==> src/rtl/stream_demux_1to4_pkg.sv <==
// Shared constants for the 1-to-4 stream demultiplexer.
package demux_pkg;

    localparam int NCH   = 4;
    localparam int SEL_W = 2;

    localparam logic [SEL_W-1:0] CH_A = 2'd0;
    localparam logic [SEL_W-1:0] CH_B = 2'd1;
    localparam logic [SEL_W-1:0] CH_C = 2'd2;
    localparam logic [SEL_W-1:0] CH_D = 2'd3;

    localparam logic MODE_SEL = 1'b0;
    localparam logic MODE_RR  = 1'b1;

endpackage

==> src/rtl/stream_demux_1to4_slot.sv <==
// One-entry holding register for a single output channel.
// A load in the same cycle as a drain keeps the slot full with the new beat.
module demux_slot #(
    parameter int WIDTH = 4
) (
    input  logic             clk,
    input  logic             rst,
    input  logic             load,
    input  logic [WIDTH-1:0] load_data,
    input  logic             ready,
    output logic             valid,
    output logic [WIDTH-1:0] data
);

    logic             valid_q, valid_d;
    logic [WIDTH-1:0] data_q, data_d;

    // Next-state: load wins over drain; data left as-is when draining.
    always_comb begin
        valid_d = valid_q;
        data_d  = data_q;
        if (load) begin
            valid_d = 1'b1;
            data_d  = load_data;
        end else if (valid_q && ready) begin
            valid_d = 1'b0;
        end
    end

    // Slot registers; reset discards any held beat.
    always_ff @(posedge clk or posedge rst) begin
        if (rst) begin
            valid_q <= 1'b0;
            data_q  <= '0;
        end else begin
            valid_q <= valid_d;
            data_q  <= data_d;
        end
    end

    assign valid = valid_q;
    assign data  = data_q;

endmodule

==> src/rtl/stream_demux_1to4.sv <==
// Registered 1-to-4 stream demultiplexer with explicit-select or
// round-robin destination and one holding slot per channel.
module stream_demux_1to4
    import demux_pkg::*;
#(
    parameter int WIDTH = 4
) (
    input  logic             clk,
    input  logic             rst,
    input  logic             in_valid,
    output logic             in_ready,
    input  logic [WIDTH-1:0] in_data,
    input  logic [SEL_W-1:0] in_sel,
    input  logic             rr_mode,
    output logic [NCH-1:0]   out_valid,
    input  logic [NCH-1:0]   out_ready,
    output logic [WIDTH-1:0] out_a,
    output logic [WIDTH-1:0] out_b,
    output logic [WIDTH-1:0] out_c,
    output logic [WIDTH-1:0] out_d,
    output logic [SEL_W-1:0] rr_ptr
);

    logic [SEL_W-1:0] dest;
    logic [SEL_W-1:0] rr_ptr_q, rr_ptr_d;
    logic [NCH-1:0]   free;
    logic [NCH-1:0]   load;
    logic             accept;
    logic [WIDTH-1:0] slot_data [NCH];

    // Readiness depends only on the addressed channel, never on in_valid.
    assign dest     = (rr_mode == MODE_RR) ? rr_ptr_q : in_sel;
    assign free     = ~out_valid | out_ready;
    assign in_ready = free[dest] && !rst;
    assign accept   = in_valid && in_ready;

    // One-hot load strobe to the addressed slot.
    always_comb begin
        load = '0;
        if (accept) begin
            load[dest] = 1'b1;
        end
    end

    // Round-robin pointer advances only on accepted beats in RR mode.
    always_comb begin
        rr_ptr_d = rr_ptr_q;
        if (accept && (rr_mode == MODE_RR)) begin
            rr_ptr_d = rr_ptr_q + 1'b1;
        end
    end

    // Round-robin pointer register.
    always_ff @(posedge clk or posedge rst) begin
        if (rst) begin
            rr_ptr_q <= '0;
        end else begin
            rr_ptr_q <= rr_ptr_d;
        end
    end

    for (genvar i = 0; i < NCH; i++) begin : g_slot
        demux_slot #(
            .WIDTH (WIDTH)
        ) u_slot (
            .clk       (clk),
            .rst       (rst),
            .load      (load[i]),
            .load_data (in_data),
            .ready     (out_ready[i]),
            .valid     (out_valid[i]),
            .data      (slot_data[i])
        );
    end

    assign out_a  = slot_data[CH_A];
    assign out_b  = slot_data[CH_B];
    assign out_c  = slot_data[CH_C];
    assign out_d  = slot_data[CH_D];
    assign rr_ptr = rr_ptr_q;

endmodule
==> config.mk <==
export PLATFORM = sky130hd
export DESIGN_NAME = stream_demux_1to4
export DESIGN_NICKNAME = d
export VERILOG_FILES = /design/src/rtl/stream_demux_1to4_pkg.sv /design/src/rtl/stream_demux_1to4_slot.sv /design/src/rtl/stream_demux_1to4.sv
export SDC_FILE = /design/constraint.sdc
export NUM_CORES = 1
export LEC_CHECK = 0
export ABC_AREA = 1
export CAP_MARGIN = 5
export CORE_MARGIN = 3
export CORE_UTILIZATION = 35
export CTS_CLUSTER_SIZE = 30
export DETAILED_ROUTE_END_ITERATION = 8
export GPL_TIMING_DRIVEN = 0
export PLACE_DENSITY_LB_ADDON = 0.05
export SETUP_SLACK_MARGIN = 0.4
export SLEW_MARGIN = 10
export SYNTH_ARGS = -nofsm -noshare
export SYNTH_HDL_FRONTEND = slang
export SYNTH_SLANG_ARGS = --single-unit
==> constraint.sdc <==
create_clock -name clk -period 2.4 [get_ports clk]
set_input_delay 0.48 -clock clk [delete_from_list [all_inputs] [get_ports clk]]
set_output_delay 0.48 -clock clk [all_outputs]
set_load 0.05 [all_outputs]
======== After elaboration in Yosys (flattened, before gate mapping) ========
Cells that the tools add are included.
storage, ports and cells
  register bits ........................... 22
  input port bits ......................... 14
  output and inout bits ................... 23
  word-level logic and storage cells ...... 41
operators by class
  add/sub/neg operators ................... 1
  order comparisons ....................... 2
  mux-type cells .......................... 14
  bitwise gates (word level) .............. 2
  reductions and logical operators ........ 13
operator list
  kind                                                                          count
  1-bit two-way mux                                                             10
  1-bit logical AND                                                             8
  2-bit nonzero test                                                            4
  4-bit two-way mux                                                             1
  4-bit inverter                                                                1
  4-bit OR                                                                      1
  2-bit by 3-bit less-than comparator with 1-bit output, second input constant  1
  2-bit by 1-bit adder with 2-bit output, second input constant                 1
  1-bit binary-select mux with 2-bit select                                     1
  1-bit demux with 2-bit select                                                 1
  2-bit by 1-bit >= comparator with 1-bit output, second input constant         1
  2-bit two-way mux                                                             1
  1-bit logical NOT                                                             1

======== Longest topological paths before layout ========
Gate-level depths: netlist of run 1.
  depth in word-level cells ............... 8
  gate-level depth with buffers ........... 10
  gate-level depth less buffers ........... 9

======== By module ========
A second synthesis of run 1 with hierarchy kept.
unflattened totals
  cells, all modules ...................... 143
  area, all modules ....................... 1107.3 um2
modules (own cells, without submodules)
  module             instances  cells an instance  area an instance (um2)  seq. area each (um2)
  demux_slot         4          22                 188.9                   125.1
  stream_demux_1to4  1          55                 351.6                   50.0

======== Worst setup path before layout of run 1 ========
Ideal clock, no wire load.
  path type ............................... input -> output
  from .................................... in rst
  to ...................................... out in_ready
  arrival ................................. 1.561 ns
  required time ........................... 1.920 ns
  path slack .............................. 0.359 ns
  stages .................................. 4
  path buffers ............................ 1
  cells stage by stage .................... inv_1 > nand3_2 > nor2_8 > buf_8
between the ends
  cells in the longest elaborated chain, start to end .. 2
ends and longest elaborated chain
  what                         RTL line                 source
  from (decl)                  stream_demux_1to4.sv:9   input logic rst,
  1-bit logical NOT (no line)  n/a
  1-bit logical AND            stream_demux_1to4.sv:34  assign in_ready = free[dest] && !rst;
  to (decl)                    stream_demux_1to4.sv:11  output logic in_ready,
Every way passes these cells.

======== Final worst setup path of run 1 ========
  from .................................... reg rr_ptr_q[0], in the netlist rr_ptr[0]
  to ...................................... out in_ready
between the ends
  cells in the longest elaborated chain, start to end .. 4
ends and longest elaborated chain
  what                                       RTL line                 source
  from (decl)                                stream_demux_1to4.sv:25  logic [SEL_W-1:0] rr_ptr_q, rr_ptr_d;
  from (signal assigned)                     stream_demux_1to4.sv:58  rr_ptr_q <= rr_ptr_d;
  2-bit two-way mux                          stream_demux_1to4.sv:32  assign dest = (rr_mode == MODE_RR) ? rr_ptr_q : in_sel;
  1-bit binary-select mux with 2-bit select  stream_demux_1to4.sv:34
  1-bit two-way mux (implied by the code)    stream_demux_1to4.sv:34
  1-bit logical AND                          stream_demux_1to4.sv:34
Every way passes these cells. The select of a mux whose other input is x is not followed.

==> results of run 1 <==
==> metal layers <==
layer	up-vias	part of all wire, %	track usage [%]
li1	551	-	-
met4	0	1.4	4.852
met5	-	0	0
met3	6	4.1	2.139
met2	37	48	26.88
met1	548	46	23.54
==> critical path, cell delays in order (launching register included) <==
cell and delay, ns:
dfrtp_1 0.44, nand2_1 0.12, nand2_2 0.11, nor2_4 0.13
nand2_2 0.07, nand2_4 0.09, nor2_8 0.05, buf_8 0.11
buf_8 0.14
==> logic make-up after synthesis <==
family	after synthesis	share of synthesized area, %
simple gates	90	40.83
flops	22	48.04
buf+inv	21	9.388
compound gates	4	1.747
==> Yosys cell counts <==
cell type  instances
nand3_2            2
inv_2              3
nor2_8             1
nand2_1           49
o21ai_1            4
nand2_2            4
nand3_1            1
nand2_4            1
nor2_1             5
dfrtp_1           22
nand4_1           24
nor2_4             3
inv_1             11
buf_2              2
buf_4              4
buf_8              1
==> metrics by stage <==
| step | setup TNS, ns | cell area, sq um | instances | hold slack [ns] |
|---|---|---|---|---|
| 2_1_floorplan | 0 | 1150 | 137 | 0.3577 |
| 3_3_place_gp | -0.7687 | 1565 | 217 | 0.4550 |
| 3_5_place_dp | -0.8017 | 1565 | 217 | 0.4579 |
| 4_1_cts | 0 | 1693 | 228 | 0.4081 |
| 5_1_grt | 0 | 1764 | 231 | 0.4336 |
| 6_report | 0 | 1764 | 231 | 0.4110 |
==> where the power goes <==
| group | internal, mW | total [mW] | switching [mW] |
|---|---|---|---|
| logic | 0.381 | 1.22 | 0.843 |
| clock network | 0.169 | 0.289 | 0.120 |
| registers | 0.521 | 0.601 | 0.0797 |
| total | 1.07 | 2.11 | 1.04 |
==> what timing repair did <==
action	4_1_cts	5_1_grt
pin swaps	8	7
setup buffers	6	3
setup endpoints to repair	8	16
gates cloned	1	0
gates resized for setup	29	24
==> worst max path at each step <==
| stage | from | end | slack [ns] | depth (start not counted) |
|---|---|---|---|---|
| finish | rr_ptr[0] | in_ready | 0.34 | 8 |
| global route | rr_ptr[0] | in_ready | 0.25 | 8 |
| CTS | out_ready[1] | in_ready | 0.33 | 7 |
| detailed placement | rst | in_ready | -0.80 | 6 |
| global placement | rr_mode | in_ready | -0.77 | 9 |
| floorplan | rr_ptr[1] | in_ready | 0.42 | 7 |
==> sequential cells by signal (all words and copies together), names as in the netlist <==
name and flops:
g_slot.u_slot.valid 4, rr_ptr 2, g_slot.u_slot.data 16
==> final cells by class <==
type	count	area [sq um]
buffer	7	55.05
clock buffer	3	22.52
clock inverter	1	30.03
fill	301	1314
inverter	14	56.30
multi-input combinational	94	538.0
sequential	22	550.5
tap	44	55.05
timing repair buffer	45	451.7
timing repair inverter	1	5.005
==> metrics.txt, run 1 <==
post-synthesis cell type count 16; Routed Antenna Nets 0; DRC viols 0; Leak approximately 1.1 nW; Hold Fails Final Rpt 0; CTS clk-pin slew, worst paths 0.13 ns; crit share post-route 85.77%; number of global-route vias before repair 1122; Area Growth Syn to Fin 53.93%; cts bufs inserted 3; # rows 20; cell taking the most area after synthesis dfrtp_1; Req. time, crit path 1.92 ns; Initial DRT Pass Iterations 4; Worst-Skew Late Latency approximately 0.31 ns; Slew headroom 60.38%; crit-path max FO 4; Sink Count 22; Pins Over Slew Limit 0; max-cap viol count 0; gpl congestion between 0.8 and 0.9; startpoint types register; R2R setup slack roughly 0.76 ns; layout cell share with drive strength beyond 1 a little over a quarter; TritonCTS clock tree yes; Routed Wire Length between 3000 and 4000 um; Synth Register Bits 22; Die Span Y between 60 and 70 um; most frequent cells in the layout nand2_1, nand4_1, dfrtp_1, dlymetal6s2s_1, buf_4; VDD IR max 538.2 uV; RSZ-0062 raised after global routing yes; post-synth top area share roughly half; post-DR wirelength/cell around 14 um; worst reg2reg path depth 11; DP Worst Slack -0.8017 ns; initial antenna violation count 0; Boundary Pins 37; die footprint ~4000 sq um; Finish-stage setup viols 0; First DRT Iteration DRCs between 50 and 60; global-route wire length before repair about 5300 um; Max Fclk between 0.4 and 0.5 GHz; Mapped Nets 151; WS Path Type register to output pin; Synth area leaders dfrtp_1, nand2_1, nand4_1; nets between 200 and 250; Hold Path Class primary input to async pin; worst r2r src rr_ptr[0]; Reg-to-Reg End g_slot[0].u_slot.data[2]; CTS max path bufs 2; vias roughly 1100; Mean Syn Cell Area about 8.4 sq um; register area share after synthesis about half; Design Power 2.114 mW; status completed; Via density 4.944; post-synthesis cell area 1146 sq um; GRT Total Usage approximately 17%; Final Skew between 0.006 and 0.007 ns; HPWL after DPL around 2100 um; Final Critical Period 2.059 ns; GRT overflow 0; Hold Buf Count CTS 0; H-tree lvl count 1; measured slew at the worst slew-check pin 0.5910 ns; # diodes 0; yosys warns 0; worst path arrival time 1.58 ns; Die Span X about 63 um; PD cells 1198 nW/um^2; Cells after Synth ~140; Worst Slack Setup Final 0.3415 ns; Setup crit end kind output pin; fin util a little under three fifths; Core Region slightly above 3000 sq um; Port Buffers 36; largest net degree at the start of global routing 14; root buffer cell clkbuf_4; most common cell after layout, fill and taps aside nand2_1; initial core utilization 37.24%
No activity file was read; power rests on OpenSTA's default activity.
==> run 2, diff against run 1 <==
Settings changed: CORE_UTILIZATION 35 to 45.
==> metrics.txt, run 2 (synthesized netlist as in run 1, its figures left out) <==
wl on met1 roughly 1500 um; Non-Filler Instances between 200 and 250; vias 1209; number of global-route vias before repair around 1200; DRC viols 0; CTS max path bufs 2; layout cell share with drive strength beyond 1 between 20% and 30%; GRT overflow 0; Critical-path top delay cell clkdlybuf4s50_1; Sink Count 22; crit-path max FO 2; Leak approximately 1 nW; Boundary Pins 37; max reg flops 16; status completed; Worst-Skew Late Latency slightly above 0.3 ns; CTS clk-pin slew, worst paths about 0.14 ns; largest net degree at the start of global routing 14; Top Metal Used met4; DP Worst Slack -0.7851 ns; CP cell instances clkdlybuf4s50_1 > nor2_2 > nand2_2 > nand2_4 > nor2_8 > buf_8 > buf_8; CP max stage delay 0.44 ns; Pins Over Slew Limit 0; startpoint types primary input; Initial DRT Pass Iterations 4; worst reg2reg path depth 12; Hold Fails Final Rpt 0; root buffer cell clkbuf_4; worst r2r src rr_ptr[1]; Final Critical Period 2.075 ns; Worst Slack Setup Final roughly 0.32 ns; First DRT Iteration DRCs 49; PD cells between 1000 and 1500 nW/um^2; Slew headroom a little under 60%; most common cell after layout, fill and taps aside nand2_1; die footprint 3188 sq um; WS Path Type primary input to output pin; initial core utilization between 40% and 50%; measured slew at the worst slew-check pin a little over 0.6 ns; final setup TNS 0 ns; Max Fclk ~0.48 GHz; metal2 WL 1736 um; fillers around 160; cts bufs inserted 3; Routed Antenna Nets 0; nets 209; Final Skew around 0.0035 ns; initial antenna violation count 0; VDD IR max 1092 uV; H-tree lvl count 1; R2R setup slack approximately 0.46 ns; Routed Wire Length around 3500 um; crit share post-route between 80% and 90%; Req. time, crit path about 1.9 ns; RSZ-0062 raised after global routing yes; Finish-stage setup viols 0; HPWL after DPL between 2000 and 2500 um; most frequent cells in the layout nand2_1, nand4_1, dfrtp_1, buf_4, clkdlybuf4s50_1; Area Growth Syn to Fin 55.89%; Core Region between 2000 and 2500 sq um; Die Span X 56.47 um; worst path arrival time 1.60 ns; GRT Total Usage about 22%; Reg-to-Reg End g_slot[3].u_slot.valid; dpl cells approximately 200; CP most frequent cell buf_8; Hold Path Class primary input to async pin; Via density roughly 5.4; Setup crit end kind output pin; TritonCTS clock tree yes; # diodes 0; Min Hold Slack about 0.40 ns; post-DR wirelength/cell approximately 16 um; Port Buffers 36; Die Span Y approximately 56 um; WL met3 around 250 um; gpl congestion 0.8567; global-route wire length before repair between 5000 and 6000 um; # rows 17; max-cap viol count 0
run 2: cell types whose count changed in the layout (fill, tap and decap cells not counted):
cell             before  now
buf_4                13   19
buf_6                 0    1
clkdlybuf4s50_1       8   16
dlygate4sd2_1        11   10
dlymetal6s2s_1       15    8
nand2_1              44   43
nand2_2               7    8
run 2: metal layers:
| layer | track usage [%] | up-vias |
|---|---|---|
| met1 | 30.23 | 568 |
| met4 | 6.102 | 0 |
| met2 | 36.30 | 68 |
| met5 | 0 | - |
| met3 | 2.759 | 10 |
| li1 | - | 563 |
run 2: worst max-delay path by stage:
stage | endpoint | startpoint | cells past startpoint | slack (ns)
floorplan | in_ready | rr_ptr[1] | 7 | 0.42
global placement | in_ready | rr_mode | 9 | -0.75
detailed placement | in_ready | rr_mode | 9 | -0.79
CTS | in_ready | out_ready[1] | 7 | 0.34
global route | in_ready | rr_ptr[1] | 9 | 0.28
finish | in_ready | out_ready[2] | 7 | 0.32
run 2: cell type report:
type | instances | area, sq um | share of cell area [%]
buffer | 7 | 55.05 | 3.081
clock buffer | 3 | 22.52 | 1.261
clock inverter | 1 | 30.03 | 1.681
inverter | 14 | 56.30 | 3.151
multi-input combinational | 94 | 540.5 | 30.25
sequential | 22 | 550.5 | 30.81
tap | 28 | 35.03 | 1.961
timing repair buffer | 52 | 491.7 | 27.52
timing repair inverter | 1 | 5.005 | 0.2801
run 2: worst max-delay path: cells and delay by family:
family	cells	cell delay, ns
AND/OR/NAND/NOR	4	0.41
buffers and inverters	3	0.69
run 2: power breakdown:
part	total, mW	leakage (nW)	switching (mW)	internal, mW
registers	0.606	0.279	0.0853	0.521
clock network	0.296	0.0279	0.128	0.169
logic	1.30	0.690	0.869	0.431
run 2: timing repair:
item                                    in CTS  in global routing
pin swaps                                   10                  7
hold buffers                                 0                  0
resized for setup                           32                 15
gates cloned                                 1                  0
buffers inserted                            11                  5
endpoints found under the setup margin       7                 14
endpoints found under the hold margin        0                  0
run 2: stage by stage:
step           util [%]  cell area [sq um]  total power, mW
3_3_place_gp      66.65               1545            1.792
3_5_place_dp      66.65               1545            1.809
6_report          77.06               1787            2.203
5_1_grt           77.06               1787            2.297
4_1_cts           73.77               1710            2.146
2_1_floorplan         -               1150            1.407
